===== src/rtl/cdb_writeback_arbiter_if.sv =====
// Writeback bus between the EX pipes (ALU, MEM) and the CDB arbiter, plus the
// CDB/scoreboard outputs it drives toward the operand collector and scoreboard.
interface cdb_writeback_arbiter_if #(
    parameter int unsigned DATA_W = 256
);
    logic              Valid_ALU_CDB;
    logic              Ready_CDB_ALU;
    logic              RegWrite_ALU_CDB;
    logic [2:0]        WriteAddr_ALU_CDB;
    logic [2:0]        HWWarp_ALU_CDB;
    logic [1:0]        ScbID_ALU_CDB;
    logic [31:0]       Instr_ALU_CDB;
    logic [DATA_W-1:0] Data_ALU_CDB;

    logic              Valid_MEM_CDB;
    logic              Ready_CDB_MEM;
    logic              RegWrite_MEM_CDB;
    logic [2:0]        WriteAddr_MEM_CDB;
    logic [2:0]        HWWarp_MEM_CDB;
    logic [1:0]        ScbID_MEM_CDB;
    logic [31:0]       Instr_MEM_CDB;
    logic [DATA_W-1:0] Data_MEM_CDB;

    logic              RegWrite_CDB_OC;
    logic [2:0]        WriteAddr_CDB_OC;
    logic [2:0]        HWWarp_CDB_OC;
    logic [DATA_W-1:0] Data_CDB_OC;
    logic [31:0]       Instr_CDB_OC;
    logic              Clear_CDB_SCB;
    logic [2:0]        HWWarp_CDB_SCB;
    logic [1:0]        ScbID_CDB_SCB;

    modport master (
        output Valid_ALU_CDB, RegWrite_ALU_CDB, WriteAddr_ALU_CDB, HWWarp_ALU_CDB,
        output ScbID_ALU_CDB, Instr_ALU_CDB, Data_ALU_CDB,
        output Valid_MEM_CDB, RegWrite_MEM_CDB, WriteAddr_MEM_CDB, HWWarp_MEM_CDB,
        output ScbID_MEM_CDB, Instr_MEM_CDB, Data_MEM_CDB,
        input  Ready_CDB_ALU, Ready_CDB_MEM,
        input  RegWrite_CDB_OC, WriteAddr_CDB_OC, HWWarp_CDB_OC, Data_CDB_OC, Instr_CDB_OC,
        input  Clear_CDB_SCB, HWWarp_CDB_SCB, ScbID_CDB_SCB
    );

    modport slave (
        input  Valid_ALU_CDB, RegWrite_ALU_CDB, WriteAddr_ALU_CDB, HWWarp_ALU_CDB,
        input  ScbID_ALU_CDB, Instr_ALU_CDB, Data_ALU_CDB,
        input  Valid_MEM_CDB, RegWrite_MEM_CDB, WriteAddr_MEM_CDB, HWWarp_MEM_CDB,
        input  ScbID_MEM_CDB, Instr_MEM_CDB, Data_MEM_CDB,
        output Ready_CDB_ALU, Ready_CDB_MEM,
        output RegWrite_CDB_OC, WriteAddr_CDB_OC, HWWarp_CDB_OC, Data_CDB_OC, Instr_CDB_OC,
        output Clear_CDB_SCB, HWWarp_CDB_SCB, ScbID_CDB_SCB
    );
endinterface


===== src/rtl/cdb_writeback_arbiter.sv =====
// Buffers ALU and MEM results in per-source FIFOs and grants one per cycle onto
// the CDB (round-robin on contention), releasing the matching scoreboard entry.
module cdb_writeback_arbiter #(
    parameter int unsigned DATA_W     = 256,
    parameter int unsigned FIFO_DEPTH = 2
) (
    input logic                    clk,
    input logic                    rst,
    cdb_writeback_arbiter_if.slave bus
);
    localparam int unsigned PtrW   = $clog2(FIFO_DEPTH);
    localparam int unsigned CntW   = PtrW + 1;
    localparam int unsigned NumSrc = 2;

    typedef struct packed {
        logic              reg_write;
        logic [2:0]        write_addr;
        logic [2:0]        hw_warp;
        logic [1:0]        scb_id;
        logic [31:0]       instr;
        logic [DATA_W-1:0] data;
    } entry_t;

    entry_t              in_entry [NumSrc];
    entry_t              head     [NumSrc];
    entry_t              fifo_q   [NumSrc][FIFO_DEPTH];
    logic [PtrW-1:0]     wr_ptr_q [NumSrc];
    logic [PtrW-1:0]     rd_ptr_q [NumSrc];
    logic [CntW-1:0]     count_q  [NumSrc];
    logic [NumSrc-1:0]   in_valid;
    logic [NumSrc-1:0]   ready;
    logic [NumSrc-1:0]   push;
    logic [NumSrc-1:0]   head_valid;
    logic [NumSrc-1:0]   grant;
    entry_t              sel;

    // rr_q = 0: ALU wins the next two-way contention, 1: MEM wins.
    logic rr_q, rr_d;

    logic              reg_write_q;
    logic              clear_q;
    logic [2:0]        write_addr_q;
    logic [2:0]        hw_warp_q;
    logic [1:0]        scb_id_q;
    logic [31:0]       instr_q;
    logic [DATA_W-1:0] data_q;

    always_comb begin
        in_valid    = {bus.Valid_MEM_CDB, bus.Valid_ALU_CDB};
        in_entry[0] = '{reg_write:  bus.RegWrite_ALU_CDB,
                        write_addr: bus.WriteAddr_ALU_CDB,
                        hw_warp:    bus.HWWarp_ALU_CDB,
                        scb_id:     bus.ScbID_ALU_CDB,
                        instr:      bus.Instr_ALU_CDB,
                        data:       bus.Data_ALU_CDB};
        in_entry[1] = '{reg_write:  bus.RegWrite_MEM_CDB,
                        write_addr: bus.WriteAddr_MEM_CDB,
                        hw_warp:    bus.HWWarp_MEM_CDB,
                        scb_id:     bus.ScbID_MEM_CDB,
                        instr:      bus.Instr_MEM_CDB,
                        data:       bus.Data_MEM_CDB};
    end

    // Ready comes from the registered count only, so a full FIFO refuses input
    // even in a cycle where its head is being granted.
    always_comb begin
        for (int i = 0; i < NumSrc; i++) begin
            ready[i]      = count_q[i] != CntW'(FIFO_DEPTH);
            push[i]       = in_valid[i] & ready[i];
            head_valid[i] = count_q[i] != '0;
            head[i]       = fifo_q[i][rd_ptr_q[i]];
        end
    end

    always_comb begin
        grant = '0;
        rr_d  = rr_q;
        unique case (head_valid)
            2'b01:   grant = 2'b01;
            2'b10:   grant = 2'b10;
            2'b11: begin
                grant = rr_q ? 2'b10 : 2'b01;
                rr_d  = ~rr_q;
            end
            default: grant = '0;
        endcase
        sel = grant[1] ? head[1] : head[0];
    end

    always_ff @(posedge clk) begin
        for (int i = 0; i < NumSrc; i++) begin
            if (push[i]) begin
                fifo_q[i][wr_ptr_q[i]] <= in_entry[i];
            end
        end
    end

    always_ff @(posedge clk or negedge rst) begin
        if (!rst) begin
            rr_q <= 1'b0;
            for (int i = 0; i < NumSrc; i++) begin
                wr_ptr_q[i] <= '0;
                rd_ptr_q[i] <= '0;
                count_q[i]  <= '0;
            end
        end else begin
            rr_q <= rr_d;
            for (int i = 0; i < NumSrc; i++) begin
                if (push[i]) wr_ptr_q[i] <= wr_ptr_q[i] + PtrW'(1);
                if (grant[i]) rd_ptr_q[i] <= rd_ptr_q[i] + PtrW'(1);
                unique case ({push[i], grant[i]})
                    2'b10:   count_q[i] <= count_q[i] + CntW'(1);
                    2'b01:   count_q[i] <= count_q[i] - CntW'(1);
                    default: count_q[i] <= count_q[i];
                endcase
            end
        end
    end

    // Strobes last one cycle; the payload fields hold until the next grant.
    always_ff @(posedge clk or negedge rst) begin
        if (!rst) begin
            reg_write_q  <= 1'b0;
            clear_q      <= 1'b0;
            write_addr_q <= '0;
            hw_warp_q    <= '0;
            scb_id_q     <= '0;
            instr_q      <= '0;
            data_q       <= '0;
        end else begin
            clear_q     <= |grant;
            reg_write_q <= (|grant) & sel.reg_write;
            if (|grant) begin
                write_addr_q <= sel.write_addr;
                hw_warp_q    <= sel.hw_warp;
                scb_id_q     <= sel.scb_id;
                instr_q      <= sel.instr;
                data_q       <= sel.data;
            end
        end
    end

    assign bus.Ready_CDB_ALU    = ready[0];
    assign bus.Ready_CDB_MEM    = ready[1];
    assign bus.RegWrite_CDB_OC  = reg_write_q;
    assign bus.WriteAddr_CDB_OC = write_addr_q;
    assign bus.HWWarp_CDB_OC    = hw_warp_q;
    assign bus.Data_CDB_OC      = data_q;
    assign bus.Instr_CDB_OC     = instr_q;
    assign bus.Clear_CDB_SCB    = clear_q;
    assign bus.HWWarp_CDB_SCB   = hw_warp_q;
    assign bus.ScbID_CDB_SCB    = scb_id_q;
endmodule


===== src/flat_wrapper.sv =====
// flat-port wrapper written by rule: the top's interface ports become plain ports
module cdb_writeback_arbiter_flat 
#(
    parameter int unsigned DATA_W     = 256,
    parameter int unsigned FIFO_DEPTH = 2
)
  (clk, rst, bus_Valid_ALU_CDB, bus_RegWrite_ALU_CDB, bus_WriteAddr_ALU_CDB, bus_HWWarp_ALU_CDB, bus_ScbID_ALU_CDB, bus_Instr_ALU_CDB, bus_Data_ALU_CDB, bus_Valid_MEM_CDB, bus_RegWrite_MEM_CDB, bus_WriteAddr_MEM_CDB, bus_HWWarp_MEM_CDB, bus_ScbID_MEM_CDB, bus_Instr_MEM_CDB, bus_Data_MEM_CDB, bus_Ready_CDB_ALU, bus_Ready_CDB_MEM, bus_RegWrite_CDB_OC, bus_WriteAddr_CDB_OC, bus_HWWarp_CDB_OC, bus_Data_CDB_OC, bus_Instr_CDB_OC, bus_Clear_CDB_SCB, bus_HWWarp_CDB_SCB, bus_ScbID_CDB_SCB);
  cdb_writeback_arbiter_if #(.DATA_W(DATA_W)) bus_i ();
  input logic clk;
  input logic rst;
  input wire logic [$bits(bus_i.Valid_ALU_CDB)-1:0] bus_Valid_ALU_CDB;
  input wire logic [$bits(bus_i.RegWrite_ALU_CDB)-1:0] bus_RegWrite_ALU_CDB;
  input wire logic [$bits(bus_i.WriteAddr_ALU_CDB)-1:0] bus_WriteAddr_ALU_CDB;
  input wire logic [$bits(bus_i.HWWarp_ALU_CDB)-1:0] bus_HWWarp_ALU_CDB;
  input wire logic [$bits(bus_i.ScbID_ALU_CDB)-1:0] bus_ScbID_ALU_CDB;
  input wire logic [$bits(bus_i.Instr_ALU_CDB)-1:0] bus_Instr_ALU_CDB;
  input wire logic [$bits(bus_i.Data_ALU_CDB)-1:0] bus_Data_ALU_CDB;
  input wire logic [$bits(bus_i.Valid_MEM_CDB)-1:0] bus_Valid_MEM_CDB;
  input wire logic [$bits(bus_i.RegWrite_MEM_CDB)-1:0] bus_RegWrite_MEM_CDB;
  input wire logic [$bits(bus_i.WriteAddr_MEM_CDB)-1:0] bus_WriteAddr_MEM_CDB;
  input wire logic [$bits(bus_i.HWWarp_MEM_CDB)-1:0] bus_HWWarp_MEM_CDB;
  input wire logic [$bits(bus_i.ScbID_MEM_CDB)-1:0] bus_ScbID_MEM_CDB;
  input wire logic [$bits(bus_i.Instr_MEM_CDB)-1:0] bus_Instr_MEM_CDB;
  input wire logic [$bits(bus_i.Data_MEM_CDB)-1:0] bus_Data_MEM_CDB;
  output wire logic [$bits(bus_i.Ready_CDB_ALU)-1:0] bus_Ready_CDB_ALU;
  output wire logic [$bits(bus_i.Ready_CDB_MEM)-1:0] bus_Ready_CDB_MEM;
  output wire logic [$bits(bus_i.RegWrite_CDB_OC)-1:0] bus_RegWrite_CDB_OC;
  output wire logic [$bits(bus_i.WriteAddr_CDB_OC)-1:0] bus_WriteAddr_CDB_OC;
  output wire logic [$bits(bus_i.HWWarp_CDB_OC)-1:0] bus_HWWarp_CDB_OC;
  output wire logic [$bits(bus_i.Data_CDB_OC)-1:0] bus_Data_CDB_OC;
  output wire logic [$bits(bus_i.Instr_CDB_OC)-1:0] bus_Instr_CDB_OC;
  output wire logic [$bits(bus_i.Clear_CDB_SCB)-1:0] bus_Clear_CDB_SCB;
  output wire logic [$bits(bus_i.HWWarp_CDB_SCB)-1:0] bus_HWWarp_CDB_SCB;
  output wire logic [$bits(bus_i.ScbID_CDB_SCB)-1:0] bus_ScbID_CDB_SCB;
  assign bus_i.Valid_ALU_CDB = bus_Valid_ALU_CDB;
  assign bus_i.RegWrite_ALU_CDB = bus_RegWrite_ALU_CDB;
  assign bus_i.WriteAddr_ALU_CDB = bus_WriteAddr_ALU_CDB;
  assign bus_i.HWWarp_ALU_CDB = bus_HWWarp_ALU_CDB;
  assign bus_i.ScbID_ALU_CDB = bus_ScbID_ALU_CDB;
  assign bus_i.Instr_ALU_CDB = bus_Instr_ALU_CDB;
  assign bus_i.Data_ALU_CDB = bus_Data_ALU_CDB;
  assign bus_i.Valid_MEM_CDB = bus_Valid_MEM_CDB;
  assign bus_i.RegWrite_MEM_CDB = bus_RegWrite_MEM_CDB;
  assign bus_i.WriteAddr_MEM_CDB = bus_WriteAddr_MEM_CDB;
  assign bus_i.HWWarp_MEM_CDB = bus_HWWarp_MEM_CDB;
  assign bus_i.ScbID_MEM_CDB = bus_ScbID_MEM_CDB;
  assign bus_i.Instr_MEM_CDB = bus_Instr_MEM_CDB;
  assign bus_i.Data_MEM_CDB = bus_Data_MEM_CDB;
  assign bus_Ready_CDB_ALU = bus_i.Ready_CDB_ALU;
  assign bus_Ready_CDB_MEM = bus_i.Ready_CDB_MEM;
  assign bus_RegWrite_CDB_OC = bus_i.RegWrite_CDB_OC;
  assign bus_WriteAddr_CDB_OC = bus_i.WriteAddr_CDB_OC;
  assign bus_HWWarp_CDB_OC = bus_i.HWWarp_CDB_OC;
  assign bus_Data_CDB_OC = bus_i.Data_CDB_OC;
  assign bus_Instr_CDB_OC = bus_i.Instr_CDB_OC;
  assign bus_Clear_CDB_SCB = bus_i.Clear_CDB_SCB;
  assign bus_HWWarp_CDB_SCB = bus_i.HWWarp_CDB_SCB;
  assign bus_ScbID_CDB_SCB = bus_i.ScbID_CDB_SCB;
  cdb_writeback_arbiter #(.DATA_W(DATA_W), .FIFO_DEPTH(FIFO_DEPTH)) u_core (.clk(clk), .rst(rst), .bus(bus_i));
endmodule

===== config.mk =====
export PLATFORM = sky130hd
export DESIGN_NAME = cdb_writeback_arbiter_flat
export DESIGN_NICKNAME = d
export VERILOG_FILES = /design/src/rtl/cdb_writeback_arbiter_if.sv /design/src/rtl/cdb_writeback_arbiter.sv /design/src/flat_wrapper.sv
export SDC_FILE = /design/constraint.sdc
export NUM_CORES = 2
export LEC_CHECK = 0
export BUFFER_PORTS_ARGS = -buffer_cell sky130_fd_sc_hd__buf_2
export CORE_ASPECT_RATIO = 0.75
export CORE_MARGIN = 3
export CORE_UTILIZATION = 50
export CTS_BUF_LIST = sky130_fd_sc_hd__clkbuf_4 sky130_fd_sc_hd__clkbuf_8 sky130_fd_sc_hd__clkbuf_16
export DETAILED_ROUTE_END_ITERATION = 10
export HOLD_SLACK_MARGIN = 0.1
export PLACE_DENSITY = 0.83
export RECOVER_POWER = 25
export SLEW_MARGIN = 20
export SYNTH_ARGS = -nofsm -noshare
export SYNTH_HDL_FRONTEND = slang
export SYNTH_SLANG_ARGS = --single-unit

===== constraint.sdc =====
create_clock -name clk -period 44.6 [get_ports clk]
set_input_delay 11.15 -clock clk [delete_from_list [all_inputs] [get_ports clk]]
set_output_delay 11.15 -clock clk [all_outputs]
set_load 0.01 [all_outputs]

[Yosys cells after proc, flatten, opt, wreduce, memory -nomap -nowiden]
Memories as Yosys holds them, arrays and structs flattened.
Cells that the tools add are included.
Storage, ports and cells
  register bits after elaboration: 307
  latch bits: 0
  bits in writable memories: 1188
  ROM bits: 0
  input bits: 598
  output and inout port bits: 303
  word-level logic and storage cells: 72
  memories kept: 1
Operators by class
  add/subtract/negate cells: 8
  multiply operators: 0
  divide/modulo/power cells: 0
  $lt $le $gt $ge: 6
  equality and inequality tests: 9
  shift-type cells: 0
  mux-type cells: 19
  bitwise gates (word level): 8
  reductions and logical operators: 7
Memories
  u_core.fifo_q: words 2, width 594, rd ports 2, clocked after memory_dff 0, wr ports 2, line cdb_writeback_arbiter.sv:26  | entry_t fifo_q [NumSrc][FIFO_DEPTH];
Operator list (number)
  297-bit 2-to-1 mux: 9
  594-bit 2-to-1 mux: 2
  297-bit demux with 1-bit select: 2
  2-bit == test (second input constant): 4
  2-bit greater-or-equal comparator (second input constant): 4
  1-bit inverter with 2-bit output: 4
  2-bit one-hot mux with 2 select lines: 2
  2-bit nonzero test: 4
  2-bit by 1-bit == test with 1-bit output (second input constant): 3
  2-bit one-hot mux with 3 select lines: 1
  1-bit adder (second input constant): 4
  2-bit by 1-bit adder with 2-bit output (second input constant): 2
  2-bit by 1-bit less-than comparator with 1-bit output (second input constant): 2
  2-bit inequality test (second input constant): 2
  2-bit by 1-bit subtractor with 2-bit output (second input constant): 2
  1-bit AND: 3
  1-bit logical AND: 2
  1-bit 2-to-1 mux: 2
  2-bit 2-to-1 mux: 1
  2-bit OR reduction: 1
  1-bit inverter: 1

[Longest topological paths before layout]
  depth in word-level cells: 6
  depth in mapped cells: 8
  mapped depth without buffers: 7

[Worst setup path before layout]
No wires, ideal clock.
  kind: input-to-reg
  start point: in bus_Valid_MEM_CDB
  end point: mem u_core.fifo_q[0][1000] in the netlist's numbering, enable pin
  setup time: 0.961 ns
  arrival time: 23.543 ns
  required time: 43.639 ns
  setup slack: 20.096 ns
  cell stages on the path: 2
  buffers on the path: 0
  cell sequence: nand2_1 -> nor2_1
RTL lines
  from (decl): line flat_wrapper.sv:18  | input wire logic [$bits(bus_i.Valid_MEM_CDB)-1:0] bus_Valid_MEM_CDB;
  to (decl): line cdb_writeback_arbiter.sv:26

==> metrics <==
initial cell density of the core=51.0%; Final nets=~5000; RSZ-0062 raised after global routing=no; Setup violations, final=0; Period Utilization, post-route=31.7%; Worst Setup SP=bus_Valid_ALU_CDB; clock-pin slew on the worst setup and hold paths=0.06 ns; 1st-pass router iterations=8; pwr dens=77.2 nW/um2; Avg Synthesized Cell Area=16.5 um2; HPWL after DPL=101 mm; Post-Syn Nets=4204; Die H=approximately 300 um; setup TNS=0 ns; CP required=44.98 ns; Layout fillers=8491; Inserted Clock Buffers=140; MaxCap Viol Count=5; PostCTS Resize Cnt=0; status=complete, but fails checks; global-route wire length before repair=roughly 250 mm; Worst-Skew Late Latency=0.77 ns; failing checks=max-capacitance violations, max-slew violations; Cell Chain, Critical Path=buf_2, nand2_1, nor2_4, buf_4, buf_4, buf_4; vias in the first global route=38700; # DRC=0; flop2flop setup slack=30.89 ns; CTS tree=yes; final worst path period need=14.13 ns; post-synthesis sequential area ratio=72.8%; achievable frequency=70.8 MHz; Synth area leader=edfxtp_1; Area contributors post-synth=edfxtp_1 60%, dfrtp_1 13%, mux2_2 5.5%; area share of the largest cell type after synthesis=59.9%; fraction of layout cells with a size suffix above 1=a little under a third; Hold Vio Cnt, Final=0; RR Endpoint=u_core.bus.Data_CDB_OC[30]$_DFFE_PN0P_; cell mode on critical path=buf_4; total grt overflow=0; commonest non-fill, non-tap cells in the layout=1188 x edfxtp_1, 794 x buf_2, 592 x nor3_1; GRT Total Usage=26.8%; initial drt markers=4646; Placer Congestion=0.846; Area growth syn-to-layout=16.9%; largest net degree at the start of global routing=170; Vias/cell=6.29; Final ANT Viol Nets=0; Worst Reg-to-Reg Cells=6; Max-Slew Margin vs Limit=-248%; Reg area=43400 um2; commonest non-fill, non-tap cell in the layout=edfxtp_1; maximum clock path buffer count=3; Reg2Reg Launch Point=u_core.count_q[0]$_DFFE_PN0P_; H-tree depth=4; hold path start=u_core.count_q[1]$_DFFE_PN0P_; Yosys cell types=27; Multi-input gate area=14600 um2; Root Driver=clkbuf_16; Top Ports=approximately 900; hold path depth=1; flops & latches, synth=1495; Total Power=between 5 and 6 mW; Cell Area, Synth=59600 um2; initial antenna violation count=105; Mapped Cells=3604; critical path type=in -> reg; maximum VDD drop=slightly above 0.00007 V; Final Skew=about 0.034 ns; Die Wd=405 um; I/O Buffers=900; Pleak=~27 nW; Hold Path Class=reg -> reg; Final Max Tran Viols=424; drt wl/cell=28.0 um; Least-Margin Pin Slew=5.19 ns; row count=108; Synth Warn #=0; crit path capture type=flip-flop; via count=38600; WL final=172 mm; Critical Path Slowest Stage Cell=buf_4; Startpoint Class=input pin; Max FO, Critical Path=62; post-CTS setup buffer count=0; core area=117000 um2; hold endpoint=u_core.count_q[1]$_DFFE_PN0P_; Num Clock Sinks=1495; Critical Path AT=14.52 ns; CTS Hold Buffers Added=0; CP peak stage delay=0.83 ns; die area=123000 um2
==> worst max-delay path by stage <==
stage                                             to  slack (ns)  depth (start not counted)
floorplan           u_core.fifo_q[0][1000]$_DFFE_PP_       20.10                          2
global placement     u_core.fifo_q[0][581]$_DFFE_PP_       29.76                          6
CTS                  u_core.fifo_q[0][299]$_DFFE_PP_       30.56                          6
global route         u_core.fifo_q[0][341]$_DFFE_PP_       30.29                          6
finish               u_core.fifo_q[0][331]$_DFFE_PP_       30.47                          6
detailed placement   u_core.fifo_q[0][581]$_DFFE_PP_       29.75                          6
==> per-layer routing <==
layer	vias to the layer above	global-route usage, %	wire [um]
met1	19400	33.5	62100
met2	2618	43.3	84000
li1	16100	-	-
met4	34	13.9	8630
met5	-	0	234
met3	503	7.04	17300
==> sequential cells by signal, indices dropped and copies added (netlist names) <==
| signal | count |
|---|---|
| u_core.fifo_q | 1188 |
| u_core.bus.Data_CDB_OC | 256 |
| u_core.bus.Instr_CDB_OC | 32 |
| u_core.count_q | 4 |
| u_core.bus.HWWarp_CDB_OC | 3 |
| u_core.bus.WriteAddr_CDB_OC | 3 |
| u_core.bus.ScbID_CDB_SCB | 2 |
| u_core.rd_ptr_q | 2 |
| u_core.wr_ptr_q | 2 |
| u_core.bus.Clear_CDB_SCB | 1 |
| u_core.bus.RegWrite_CDB_OC | 1 |
| u_core.rr_q | 1 |
==> through the flow <==
| step | worst slack, ns | area, um2 | hold WS (ns) | cells | utilization [%] |
|---|---|---|---|---|---|
| after floorplan | 20.10 | 59600 | 0.460 | 3604 | - |
| after global placement | 29.76 | 64900 | 0.486 | 5795 | 55.5 |
| after detailed placement | 29.75 | 64900 | 0.483 | 5795 | 55.5 |
| after CTS | 30.56 | 69600 | 0.494 | 6049 | 59.5 |
| after global routing | 30.29 | 69600 | 0.514 | 6123 | 59.5 |
| final | 30.47 | 69600 | 0.487 | 6142 | 59.6 |
==> area by class of cell <==
cell class                 instances  area share (%)
sequential                      1495            62.3
multi-input combinational       1809            20.9
timing repair buffer             950            6.98
clock buffer                     205            5.95
tap                             1540            2.77
clock inverter                    49           0.740
antenna                           93           0.334
inverter                           1         0.00719
==> cell families after synthesis <==
family	share of synthesized area, %
buffers and inverters	2.77
AOI/OAI and AO/OA	8.52
DFF	72.8
xor gates and xnor gates	0.162
and+or+nand+nor	5.10
muxes	10.6
adders and majority gates	0.0420
==> cell usage after synthesis <==
| cell | n |
|---|---|
| a211oi_1 | 248 |
| ha_1 | 2 |
| o21ai_2 | 1 |
| nor2_1 | 5 |
| mux2_2 | 292 |
| mux2i_1 | 297 |
| buf_4 | 26 |
| inv_2 | 1 |
| or2_4 | 1 |
| o2bb2ai_1 | 1 |
| a21oi_1 | 1 |
| buf_6 | 31 |
| nand2_1 | 3 |
| dfrtp_1 | 307 |
| clkbuf_1 | 84 |
| xnor2_1 | 8 |
| and3_1 | 2 |
| nand2b_1 | 3 |
| xor2_1 | 3 |
| or2_1 | 1 |
| a211o_1 | 296 |
| nor3_1 | 592 |
| mux2_1 | 5 |
| buf_1 | 2 |
| edfxtp_1 | 1188 |
| buf_2 | 156 |
| a211oi_2 | 48 |
==> report_power, final <==
group | switching [mW] | internal, mW
Clock | 0.518 | 0.695
Sequential | 0.211 | 1.97
Combinational | 1.26 | 0.733
Total | 1.98 | 3.40
==> critical path, delay by kind of cell <==
family,cells,cell delay (ns)
buffers and inverters,4,2.35
and+or+nand+nor,2,0.84
Power figures use the tool's default switching activity.
